<file path="src/rtl/diffeq_pkg.sv">
// Shared types and constants for the diffeq job arbiter.
// Optional timeout feature macro: DIFFEQ_ARB_TIMEOUT_EN.
package diffeq_pkg;

  localparam int W_DEFAULT = 32;

  typedef enum logic [1:0] {
    ST_IDLE  = 2'd0,
    ST_ISSUE = 2'd1,
    ST_WAIT  = 2'd2,
    ST_RESP  = 2'd3
  } state_t;

  // Requester-index width; never below 1 bit so a 2-requester build still works.
  function automatic int idx_w(input int n);
    return (n <= 2) ? 1 : $clog2(n);
  endfunction

endpackage

</file>
<file path="src/rtl/diffeq_rr_arbiter.sv">
// Combinational round-robin pick: search starts one past last_grant.
module diffeq_rr_arbiter #(
  parameter int NREQ = 4,
  parameter int IDW  = 2
) (
  input  logic [NREQ-1:0] req,
  input  logic [IDW-1:0]  last_grant,
  output logic [IDW-1:0]  grant,
  output logic            any
);

  logic [IDW-1:0] idx;

  // First requester found after last_grant (wrapping) wins.
  always_comb begin
    grant = '0;
    any   = 1'b0;
    idx   = '0;
    for (int k = 1; k <= NREQ; k++) begin
      idx = IDW'((int'(last_grant) + k) % NREQ);
      if (!any && req[idx]) begin
        grant = idx;
        any   = 1'b1;
      end
    end
  end

endmodule

</file>
<file path="src/rtl/diffeq_arbiter.sv">
// Arbitrates NREQ requesters onto one shared diffeq solver, one job at a time.
// Valid/ready: a transfer happens on a rising CLK edge where valid and ready
// are both high; req_valid is held by the requester until req_ready, and
// rsp_* stay stable while rsp_valid is high and rsp_ready is low.
// Optional macro DIFFEQ_ARB_TIMEOUT_EN adds a WAIT timeout with solver abort.
module diffeq_arbiter
  import diffeq_pkg::*;
#(
  parameter int NREQ    = 4,
  parameter int W       = W_DEFAULT,
  parameter int TIMEOUT = 1023,
  localparam int IDW    = idx_w(NREQ)
) (
  input  logic              CLK,
  input  logic              reset,
  input  logic [NREQ-1:0]   req_valid,
  output logic [NREQ-1:0]   req_ready,
  input  logic [NREQ*W-1:0] req_x,
  input  logic [NREQ*W-1:0] req_y,
  input  logic [NREQ*W-1:0] req_u,
  input  logic [NREQ*W-1:0] req_a,
  input  logic [NREQ*W-1:0] req_dx,
  output logic              sol_start,
  output logic [W-1:0]      sol_x,
  output logic [W-1:0]      sol_y,
  output logic [W-1:0]      sol_u,
  output logic [W-1:0]      sol_a,
  output logic [W-1:0]      sol_dx,
  input  logic              sol_done,
  input  logic [W-1:0]      sol_xout,
  input  logic [W-1:0]      sol_yout,
  input  logic [W-1:0]      sol_uout,
  output logic              sol_abort,
  output logic              rsp_valid,
  input  logic              rsp_ready,
  output logic [IDW-1:0]    rsp_id,
  output logic [W-1:0]      rsp_x,
  output logic [W-1:0]      rsp_y,
  output logic [W-1:0]      rsp_u,
  output logic              rsp_err,
  output logic [1:0]        dbg_state
);

  state_t         state;
  logic [IDW-1:0] last_grant;
  logic [IDW-1:0] gnt;
  logic           any;

  diffeq_rr_arbiter #(.NREQ(NREQ), .IDW(IDW)) u_rr (
    .req        (req_valid),
    .last_grant (last_grant),
    .grant      (gnt),
    .any        (any)
  );

  assign dbg_state = state;

  // Accept strobe is same-cycle; gated by reset so nothing is accepted while held in reset.
  assign req_ready = (reset && (state == ST_IDLE) && any) ? (NREQ'(1) << gnt) : '0;

`ifdef DIFFEQ_ARB_TIMEOUT_EN
  localparam int CW = $clog2(TIMEOUT + 1);
  logic [CW-1:0] wait_cnt;
`else
  logic unused_timeout;
  assign unused_timeout = (TIMEOUT > 0);
  assign sol_abort      = 1'b0;
  assign rsp_err        = 1'b0;
`endif

  // Job FSM: grant, pulse start, wait for done (or timeout), hold response.
  always_ff @(posedge CLK or negedge reset) begin
    if (!reset) begin
      state      <= ST_IDLE;
      last_grant <= IDW'(NREQ - 1);
      sol_start  <= 1'b0;
      rsp_valid  <= 1'b0;
      rsp_id     <= '0;
      sol_x      <= '0;
      sol_y      <= '0;
      sol_u      <= '0;
      sol_a      <= '0;
      sol_dx     <= '0;
      rsp_x      <= '0;
      rsp_y      <= '0;
      rsp_u      <= '0;
`ifdef DIFFEQ_ARB_TIMEOUT_EN
      sol_abort  <= 1'b0;
      rsp_err    <= 1'b0;
      wait_cnt   <= '0;
`endif
    end else begin
      sol_start <= 1'b0;
`ifdef DIFFEQ_ARB_TIMEOUT_EN
      sol_abort <= 1'b0;
`endif
      case (state)
        ST_IDLE: begin
          if (any) begin
            sol_x     <= req_x[int'(gnt)*W +: W];
            sol_y     <= req_y[int'(gnt)*W +: W];
            sol_u     <= req_u[int'(gnt)*W +: W];
            sol_a     <= req_a[int'(gnt)*W +: W];
            sol_dx    <= req_dx[int'(gnt)*W +: W];
            rsp_id    <= gnt;
            sol_start <= 1'b1;
            state     <= ST_ISSUE;
          end
        end
        ST_ISSUE: begin
          // sol_done here is deliberately ignored: the solver has not started yet.
          state <= ST_WAIT;
`ifdef DIFFEQ_ARB_TIMEOUT_EN
          wait_cnt <= '0;
`endif
        end
        ST_WAIT: begin
          if (sol_done) begin
            rsp_x     <= sol_xout;
            rsp_y     <= sol_yout;
            rsp_u     <= sol_uout;
            rsp_valid <= 1'b1;
            state     <= ST_RESP;
`ifdef DIFFEQ_ARB_TIMEOUT_EN
            rsp_err   <= 1'b0;
`endif
          end
`ifdef DIFFEQ_ARB_TIMEOUT_EN
          else if (wait_cnt == CW'(TIMEOUT - 1)) begin
            // Timed out: return the original operands flagged as an error.
            sol_abort <= 1'b1;
            rsp_x     <= sol_x;
            rsp_y     <= sol_y;
            rsp_u     <= sol_u;
            rsp_err   <= 1'b1;
            rsp_valid <= 1'b1;
            state     <= ST_RESP;
          end else begin
            wait_cnt <= wait_cnt + CW'(1);
          end
`endif
        end
        ST_RESP: begin
          if (rsp_ready) begin
            rsp_valid  <= 1'b0;
            last_grant <= rsp_id;
            state      <= ST_IDLE;
          end
        end
        default: state <= ST_IDLE;
      endcase
    end
  end

endmodule

</file>
<file path="config.mk">
export PLATFORM = sky130hd
export DESIGN_NAME = diffeq_arbiter
export DESIGN_NICKNAME = d
export VERILOG_FILES = /design/src/rtl/diffeq_pkg.sv /design/src/rtl/diffeq_rr_arbiter.sv /design/src/rtl/diffeq_arbiter.sv
export SDC_FILE = /design/constraint.sdc
export NUM_CORES = 1
export LEC_CHECK = 0
export BUFFER_PORTS_ARGS = -buffer_cell sky130_fd_sc_hd__buf_2
export CORE_AREA = 2 2 398 400
export CTS_BUF_LIST = sky130_fd_sc_hd__clkbuf_8
export DETAILED_ROUTE_END_ITERATION = 7
export DIE_AREA = 0 0 400 402
export PLACE_DENSITY = 0.35
export SLEW_MARGIN = 10
export SYNTH_ARGS = -nofsm -noshare
export SYNTH_HDL_FRONTEND = slang
export SYNTH_SLANG_ARGS = --single-unit
</file>
<file path="constraint.sdc">
create_clock -name CLK -period 2.25 [get_ports CLK]
set_input_delay 0.225 -clock CLK [delete_from_list [all_inputs] [get_ports CLK]]
set_output_delay 0.225 -clock CLK [all_outputs]
set_load 0.01 [all_outputs]
</file>
# == After elaboration in Yosys (flattened, before gate mapping) ==
# Cells that the tools add are included.
# op_classes
n_reduce_logical,15
shifts,6
mux,26
order_cmp,4
eq_ne,6
addsub,4
# op_table
op,count
$shiftx A128 B8 Y32,5
$mux W2,7
$lt A2 B3 Y1 const B,4
$mux W1,12
$bmux W1 S2,4
$pmux W2 S4,1
$ne A2 B2 Y1 const B,3
$reduce_and A2 Y1,3
$reduce_and A3 Y1,2
$logic_and A1 B1 Y1,5
$add A2 B1 Y2 const B,2
$add A2 B2 Y2 const B,2
$eq A2 B2 Y1 const B,2
$mux W4,1
$shl A1 B2 Y4 const A,1
$logic_not A1 Y1,3
$eq A2 B1 Y1 const B,1
$logic_not A2 Y1,1
$pmux W1 S2,1
$reduce_bool A2 Y1,1
# totals
ff_bits,264
elab_cells,74
output_inout_bits,268

# == Longest topological paths before layout ==
# Gate-level depths: netlist (run 1).
# depth
ltp_word,15
ltp_mapped,8
ltp_nobuf,6

# == By module ==
# Synthesis (run 1) repeated with hierarchy kept, for this count alone.
# hier_totals
hier_cells,1153
area_unflattened_um2,14507.7
# by_module_without_submodules
mod,instances,cells_per_inst,area_each_um2
diffeq_arbiter,1,1139,14416.3
diffeq_rr_arbiter,1,14,91.3

# == Worst setup path before layout (run 1) ==
# No wires, ideal clock.
# synth_path
path_kind,reg2reg
from,register state[0] (netlist: dbg_state[0])
to,register rsp_x[0]
path_slack_ns,0.361
stages_incl_launch_ff,7
setup_ns,0.125
n_path_buf,2
arrival_ns,1.764
path_cell_list,dfrtp_1 -> inv_1 -> ha_1 -> nand2_1 -> buf_1 -> buf_2 -> mux2_2
# synth_via
elab_chain_cells,2
# synth_lines
item,line_no,text
"start, declared",diffeq_arbiter.sv:44,state_t state;
"start signal, assigned",diffeq_arbiter.sv:74,state <= ST_IDLE;
"start signal, assigned",diffeq_arbiter.sv:107,state <= ST_ISSUE;
"start signal, assigned",diffeq_arbiter.sv:112,state <= ST_WAIT;
$eq A2 B2 Y1,diffeq_arbiter.sv:97,case (state)
$reduce_and A2 Y1 (no line),n/a,
"end signal, assigned",diffeq_arbiter.sv:119,rsp_x <= sol_xout;
"end, declared",diffeq_arbiter.sv:37,"output logic [W-1:0] rsp_x,"
# No other way between the ends.
# A chain may end at the register's enable or synchronous reset.

# == Final worst setup path (run 1) ==
# layout_path
from,register last_grant[0]
to,output req_ready[3]
# layout_via
elab_chain_cells,15
word_cells_on_any_way,29
cone_classes,add/sub (4); shift (1); mux (17); reduce/logical (7)
# layout_lines
item,line_no,text
"start, declared",diffeq_arbiter.sv:45,logic [IDW-1:0] last_grant;
"start signal, assigned",diffeq_arbiter.sv:75,last_grant <= IDW'(NREQ - 1);
"start signal, assigned",diffeq_arbiter.sv:146,last_grant <= rsp_id;
$add A2 B1 Y2,diffeq_rr_arbiter.sv:20,idx = IDW'((int'(last_grant) + k) % NREQ);
$bmux W1 S2,diffeq_rr_arbiter.sv:21,if (!any && req[idx]) begin
$mux W1 (not written as such),diffeq_rr_arbiter.sv:21,
$mux W1,diffeq_rr_arbiter.sv:21,
$logic_not A1 Y1,diffeq_rr_arbiter.sv:21,
$logic_and A1 B1 Y1,diffeq_rr_arbiter.sv:21,
$mux W1,diffeq_rr_arbiter.sv:21,
$logic_not A1 Y1,diffeq_rr_arbiter.sv:21,
$logic_and A1 B1 Y1,diffeq_rr_arbiter.sv:21,
$mux W1,diffeq_rr_arbiter.sv:21,
$logic_not A1 Y1,diffeq_rr_arbiter.sv:21,
$logic_and A1 B1 Y1,diffeq_rr_arbiter.sv:21,
$mux W2 / $mux W1 (equally long branches),diffeq_rr_arbiter.sv:21,
$shl A1 B2 Y4 / $logic_and A1 B1 Y1 (equally long branches),diffeq_arbiter.sv:59,assign req_ready = (reset && (state == ST_IDLE) && any) ? (NREQ'(1) << gnt) : '0;
$mux W4 *,diffeq_arbiter.sv:59,
"end, declared",diffeq_arbiter.sv:17,"output logic [NREQ-1:0] req_ready,"
# Every way passes the cells marked *; elsewhere a longest branch is shown, timed or not. The select of a mux whose other input is x is not followed.

==> qor.yml, run 1 <==
yosys:
  synthCells: 1219
  yosys-top-cells-area: "dfrtp_1 50%, a32oi_1 21%, mux2_2 8.3%"
  postSynthRegisterBits: 264
  synth.yosys.seq_area_share: 0.4993
  post_synth.cell_area_avg_sq_um: 10.86
  mappedNetlistArea_sq_um: 13240
  netlist-cell-type-count: 36
  synth_largest_area_cell: "dfrtp_1"
  netlist.area_leader.share: 0.4954
  yosys_warnings: 0
timing:
  setup_slack_ns: -0.07846
  timing.final.setup_violations: 8
  worstMarginPinSlew_ns: 0.8383
  normalized_max_slew_margin: 0.4411
  finalHoldWorstSlack_ns: 0.07355
  clock-skew-final_ns: 0.02695
  hold_viol: 0
  fin_setup_tns_ns: -0.3069
  unrepaired_setup_endpoints_after_global_routing: "true"
  layout_min_cycle_time_ns: 2.328
  max_clock_freq_mhz: 429.5
  timing.final.max_slew_violations: 0
  finalCritPeriodShare: 1.035
place:
  post_dp_hpwl_um: 80700
  place.gp.congestion: 0.8803
  post_dp_cell_area_sq_um: 21290
  numPlacedInstances: 4239
  placement.io_buffers: 1009
routing:
  drt_iter0_drc: 1399
  ant_nets: 0
  wire_length_after_detailed_routing_um: 113700
  remaining_drc_errors: 0
  routed-via-count: 19360
  avgViaCountPerCell: 3.778
  avgRoutedWirePerCell_um: 22.18
  firstDrtPassIters: 5
setup_path:
  crit_arrival_ns: 2.10
  worstPathCellList: "nor2b_2 > o311ai_4 > buf_12 > nand2_4 > nor2_4 > buf_6"
  crit_path_max_fanout: 6
  criticalPathCategory: "register to output pin"
  end_kind: "output pin"
  ff2ff_path_depth: 9
  kind_of_start_point_of_the_critical_path: "register"
  worst_path_max_delay_cell: "dfstp_2"
  cp.required_ns: 2.03
  critical-path-max-stage-delay_ns: 0.60
run_status:
  violations_in_the_final_reports: "negative setup slack"
  outcome: "finished, violations left"
grt:
  grtUsageTotal: 0.1294
  grt_remaining_overflow: 0
  grt_pass1_wl_um: 149000
  antenna_found_initial: 17
  grt_pass1_vias: 20520
  pin_count_of_the_biggest_net_entering_global_routing: 95
cts:
  cts_tree: "done"
  cts_max_path_buffers: 3
  clk_pin_slew_worst_paths_ns: 0.06
  cts_buffers: 57
  tritoncts_num_sinks: 264
  insertion_delay_ns: 0.71
  h_tree_level_count: 2
  cts-root-buf: "clkbuf_8"
floorplanning:
  design.die.area_sq_um: 160800
  floorplan.initialDensity: 0.08425
  fp-row-count: 146
  floorplan_core_area_sq_um: 157100
  die_h_um: 402
  pin_count: 1012
  fp.dieW_um: 400
hold_path:
  min_path_cells: 3
  hold_path.class: "input pin to register"
layout:
  mostFrequentLayoutCell: "buf_2"
  areaGrowthSynthToFinish_pct: 133.3
  layoutNonFillerInstCount: 5125
  final_core_utilization: 0.1965
  layout.cells.most_common_list: "1005 x buf_2, 746 x dlygate4sd3_1, 299 x a32oi_1"
  final_design_area_no_fill_sq_um: 30880
  drive_gt1_frac: 0.4460
  final_nets: 3754
power:
  ir_worst_vdd_mv: 0.4454
  powerDensity_nw_per_um2: 1091
  power.static_leakage_nw: 13.19
run:
  maxCapViolations: 0
state kept, by name, indices dropped and copies added (netlist names), 32 cells and up:
register  flops
sol_x        32
sol_a        32
rsp_y        32
sol_dx       32
rsp_u        32
sol_u        32
rsp_x        32
sol_y        32
path summary, 6_finish.rpt:
path	from	endpoint	slack [ns]
worst min register to register	rsp_u[13]	rsp_u[13]	0.50
worst min-delay path	req_valid[1]	sol_y[10]	0.07
max in group asynchronous	reset	sol_u[23]	0.60
min in group asynchronous	reset	dbg_state[1]	0.73
worst max-delay path	last_grant[0]	req_ready[3]	-0.08
worst max register to register	last_grant[0]	sol_x[25]	-0.03
synthesized netlist by cell type:
library cell  count
conb_1            1
nor3b_1           1
o211ai_2          2
buf_6            10
a211o_1           1
or2_1             1
nand2_1           8
o21ai_0           7
nand3_1           1
a2111oi_0         2
a21boi_1          1
inv_2             1
nor2_1          164
mux2_2           98
buf_4             6
a21oi_1           4
dfstp_2           2
a21o_1            1
clkbuf_1         87
nand2b_1          4
dfrtp_1         262
and3_1            2
inv_1             5
o32a_1            1
nor2b_1           2
a31oi_1         160
buf_1            18
o211a_1           1
nor4_1            1
a221oi_1          1
nand3b_1          2
ha_1              3
o311ai_4          1
or3_1             1
buf_2            37
a32oi_1         320
cell type report:
| class | count | area (sq um) |
|---|---|---|
| fill | 17340 | 126200 |
| timing repair buffer | 1886 | 14320 |
| sequential | 264 | 6609 |
| multi-input combinational | 792 | 6141 |
| tap | 2072 | 2592 |
| clock buffer | 71 | 977.2 |
| clock inverter | 26 | 185.2 |
| inverter | 6 | 30.03 |
| antenna | 8 | 20.02 |
where the power goes:
group / switching (mW) / internal [mW]
clock network: 2.58 / 3.06
registers: 1.51 / 7.26
logic: 11.2 / 8.11
total: 15.3 / 18.4
timing repair:
action	4_1_cts	5_1_grt
gates cloned	7	9
setup endpoints to repair	4	100
resized for setup	18	50
hold buffers	748	0
buffers inserted	18	2
hold endpoints to repair	487	0
pin swaps	6	7
worst max-delay path, delay by kind of cell, from the launching register on:
| kind | cells | cell delay [ns] |
|---|---|---|
| DFF | 1 | 0.60 |
| buffers and inverters | 2 | 0.27 |
| and+or+nand+nor | 3 | 0.24 |
| AOI/OAI and AO/OA | 1 | 0.29 |
per-layer routing:
layer | GRT usage | vias up | part of all wire
met3 | 0.04199 | 269 | 0.086
met1 | 0.1452 | 9473 | 0.38
li1 | - | 8582 | -
met2 | 0.2170 | 1026 | 0.47
met5 | 0 | - | 0.00066
met4 | 0.06742 | 12 | 0.056
through the flow:
step / total power [mW] / setup WS [ns]
after CTS: 33.52 / -0.2448
final: 33.68 / -0.07846
after global routing: 35.89 / -0.2232
after detailed placement: 25.24 / 0.09100
after global placement: 25.18 / 0.1162
after floorplan: 16.17 / 0.3610
cell families after synthesis:
kind of cell	synth area share
AOI/OAI and AO/OA	0.3007
DFF	0.4993
and+or+nand+nor	0.05606
buffers and inverters	0.05738
muxes	0.08338
adders and majority gates	0.002836
other	0.0002833
Note: power is estimated with default switching activity, not from simulation.
==> inputs of run 2 (changes only) <==
--- a/config.mk
+++ b/config.mk
@@ -8,6 +8,7 @@
 export BUFFER_PORTS_ARGS = -buffer_cell sky130_fd_sc_hd__buf_2
 export CORE_AREA = 2 2 398 400
 export CTS_BUF_LIST = sky130_fd_sc_hd__clkbuf_8
+export CTS_CLUSTER_SIZE = 25
 export DETAILED_ROUTE_END_ITERATION = 7
 export DIE_AREA = 0 0 400 402
 export PLACE_DENSITY = 0.35
==> constraint.sdc (replaced) <==
create_clock -name CLK -period 2.6 [get_ports CLK]
set_input_delay 0.26 -clock CLK [delete_from_list [all_inputs] [get_ports CLK]]
set_output_delay 0.26 -clock CLK [all_outputs]
set_load 0.01 [all_outputs]
==> qor.yml, run 2 (synthesis gave the netlist of run 1 again) <==
run_status:
  outcome: "completed"
floorplanning:
  fp-row-count: 146  # unchanged
  floorplan.initialDensity: 0.08425  # unchanged
  die_h_um: 402  # unchanged
  floorplan_core_area_sq_um: 157100  # unchanged
  fp.dieW_um: 400  # unchanged
  pin_count: 1012  # unchanged
  design.die.area_sq_um: 160800  # unchanged
timing:
  setup_slack_ns: 0.04980  # +0.1283 ns
  finalCritPeriodShare: 0.9808
  finalHoldWorstSlack_ns: 0.05742  # -0.01613 ns
  worstMarginPinSlew_ns: 0.7548  # -0.08354 ns
  fin_setup_tns_ns: 0  # +0.3069 ns
  timing.final.setup_violations: 0  # -8
  clock-skew-final_ns: 0.02687  # -0.00008770 ns
  hold_viol: 0  # unchanged
  normalized_max_slew_margin: 0.4952  # +0.05403
  unrepaired_setup_endpoints_after_global_routing: "true"
  layout_min_cycle_time_ns: 2.550
  timing.final.max_slew_violations: 0  # unchanged
  max_clock_freq_mhz: 392.1
cts:
  clk_pin_slew_worst_paths_ns: 0.07  # about the same
  cts_max_path_buffers: 3  # unchanged
  insertion_delay_ns: 0.71  # about the same
  h_tree_level_count: 2  # unchanged
  cts_buffers: 55  # -3.5%
  cts_tree: "done"
  cts-root-buf: "clkbuf_8"
  tritoncts_num_sinks: 264  # unchanged
routing:
  avgViaCountPerCell: 3.759  # -0.51%
  avgRoutedWirePerCell_um: 21.50  # -3.1%
  firstDrtPassIters: 5  # unchanged
  ant_nets: 0  # unchanged
  routed-via-count: 19120  # -1.2%
  wire_length_after_detailed_routing_um: 109400  # -3.8%
  remaining_drc_errors: 0  # unchanged
  drt_iter0_drc: 1262  # -9.8%
grt:
  antenna_found_initial: 13  # -4
  grt_remaining_overflow: 0  # unchanged
  pin_count_of_the_biggest_net_entering_global_routing: 96  # +1.1%
  grtUsageTotal: 0.1280  # -0.001386
  grt_pass1_vias: 19910  # -3.0%
  grt_pass1_wl_um: 147300  # -1.1%
setup_path:
  worst_path_max_delay_cell: "dlygate4sd3_1"
  r2r_setup_slack_ns: 0.05  # +0.08 ns
  critical-path-max-stage-delay_ns: 0.61  # about the same
  kind_of_start_point_of_the_critical_path: "register"
  cp.required_ns: 3.15  # +1.12 ns
  end_kind: "register"
  crit_path_max_fanout: 14  # +8
  crit_arrival_ns: 3.10  # +1.00 ns
  criticalPathCategory: "register to register"
  worstPathCellList: "a21oi_1 > o211a_4 > buf_16 > buf_4 > a32oi_2 > dlygate4sd3_1 > a31oi_1"
layout:
  areaGrowthSynthToFinish_pct: 127.4
  final_design_area_no_fill_sq_um: 30100  # -2.5%
  drive_gt1_frac: 0.4339  # -0.01203
  layoutNonFillerInstCount: 5087  # -0.74%
  final_core_utilization: 0.1916  # -0.004953
  layout.cells.most_common_list: "1006 x buf_2, 739 x dlygate4sd3_1, 319 x a32oi_1"
  mostFrequentLayoutCell: "buf_2"
  num-fill-cells: 17370  # +0.14%
  final_nets: 3711  # -1.1%
run:
  maxCapViolations: 0  # unchanged
place:
  dpl_worst_slack_ns: 0.3774  # +0.2864 ns
  numPlacedInstances: 4214  # -0.59%
  post_dp_cell_area_sq_um: 21030  # -1.2%
  place.gp.congestion: 0.9118  # +3.6%
  post_dp_hpwl_um: 80300  # -0.50%
  placement.io_buffers: 1009  # unchanged
power:
  p_total_mw: 28.18  # -16%
  powerDensity_nw_per_um2: 936.1  # -14%
  ir_worst_vdd_mv: 0.4577  # +2.8%
  power.static_leakage_nw: 12.80  # -3.0%
hold_path:
  hold_path.class: "input pin to register"
[run 2: cell count changes in the layout (fill, tap and decap cells not counted), moves of 5 or more]
cell and change:
a32oi_1 +20, a32oi_2 -19, buf_16 -7, buf_4 -17, clkbuf_16 -7, clkinv_2 +5
dlygate4sd3_1 -7, inv_1 -5
[run 2: final timing paths]
check | start | endpoint | cells after the start
worst max-delay path | last_grant[1] | sol_dx[2] | 7
worst min-delay path | req_a[2] | sol_a[2] | 3
worst max register to register | last_grant[1] | sol_dx[2] | 7
worst min register to register | rsp_u[22] | rsp_u[22] | 1
max in group asynchronous | reset | rsp_y[19] | 3
min in group asynchronous | reset | last_grant[0] | 2
[run 2: metal layers]
metal | vias to the layer above | routed length (um) | global-route usage | share of wire
li1 | 8487 | - | - | -
met1 | 9339 | 42440 | 0.1475 | 0.39
met2 | 1044 | 51350 | 0.2150 | 0.47
met3 | 249 | 9258 | 0.03450 | 0.085
met4 | 2 | 6326 | 0.06742 | 0.058
met5 | - | 13 | 0 | 0.00012
[run 2: layout make-up]
class,instances,area [sq um],share of cell area
Inverter,6,48.80,0.001621
Clock buffer,73,1005,0.03338
Antenna cell,10,25.02,0.0008314
Multi-Input combinational cell,792,5928,0.1970
Clock inverter,25,193.9,0.006443
Sequential cell,264,6609,0.2196
Timing Repair Buffer,1845,13700,0.4551
Tap cell,2072,2592,0.08613
[run 2: worst max-delay path, delay by kind of cell (launching register included)]
kind | cells | cell delay, ns
buffers and inverters | 3 | 1.00
AO/OA/AOI/OAI | 4 | 0.73
flip-flops | 1 | 0.60
[run 2: timing repair]
action | 4_1_cts | 5_1_grt
gates resized for setup | 5 | 15
pin swaps | 4 | 1
setup buffers | 19 | 0
endpoints found under the setup margin | 4 | 40
endpoints found under the hold margin | 527 | 0
cloned | 6 | 0
hold buffers | 741 | 0
[run 2: where the power goes]
group	leakage (nW)	internal (mW)	switching [mW]	total [mW]
sequential	3.02	6.28	1.20	7.48
combinational	9.12	6.48	9.22	15.7
clock	0.662	2.72	2.27	4.99
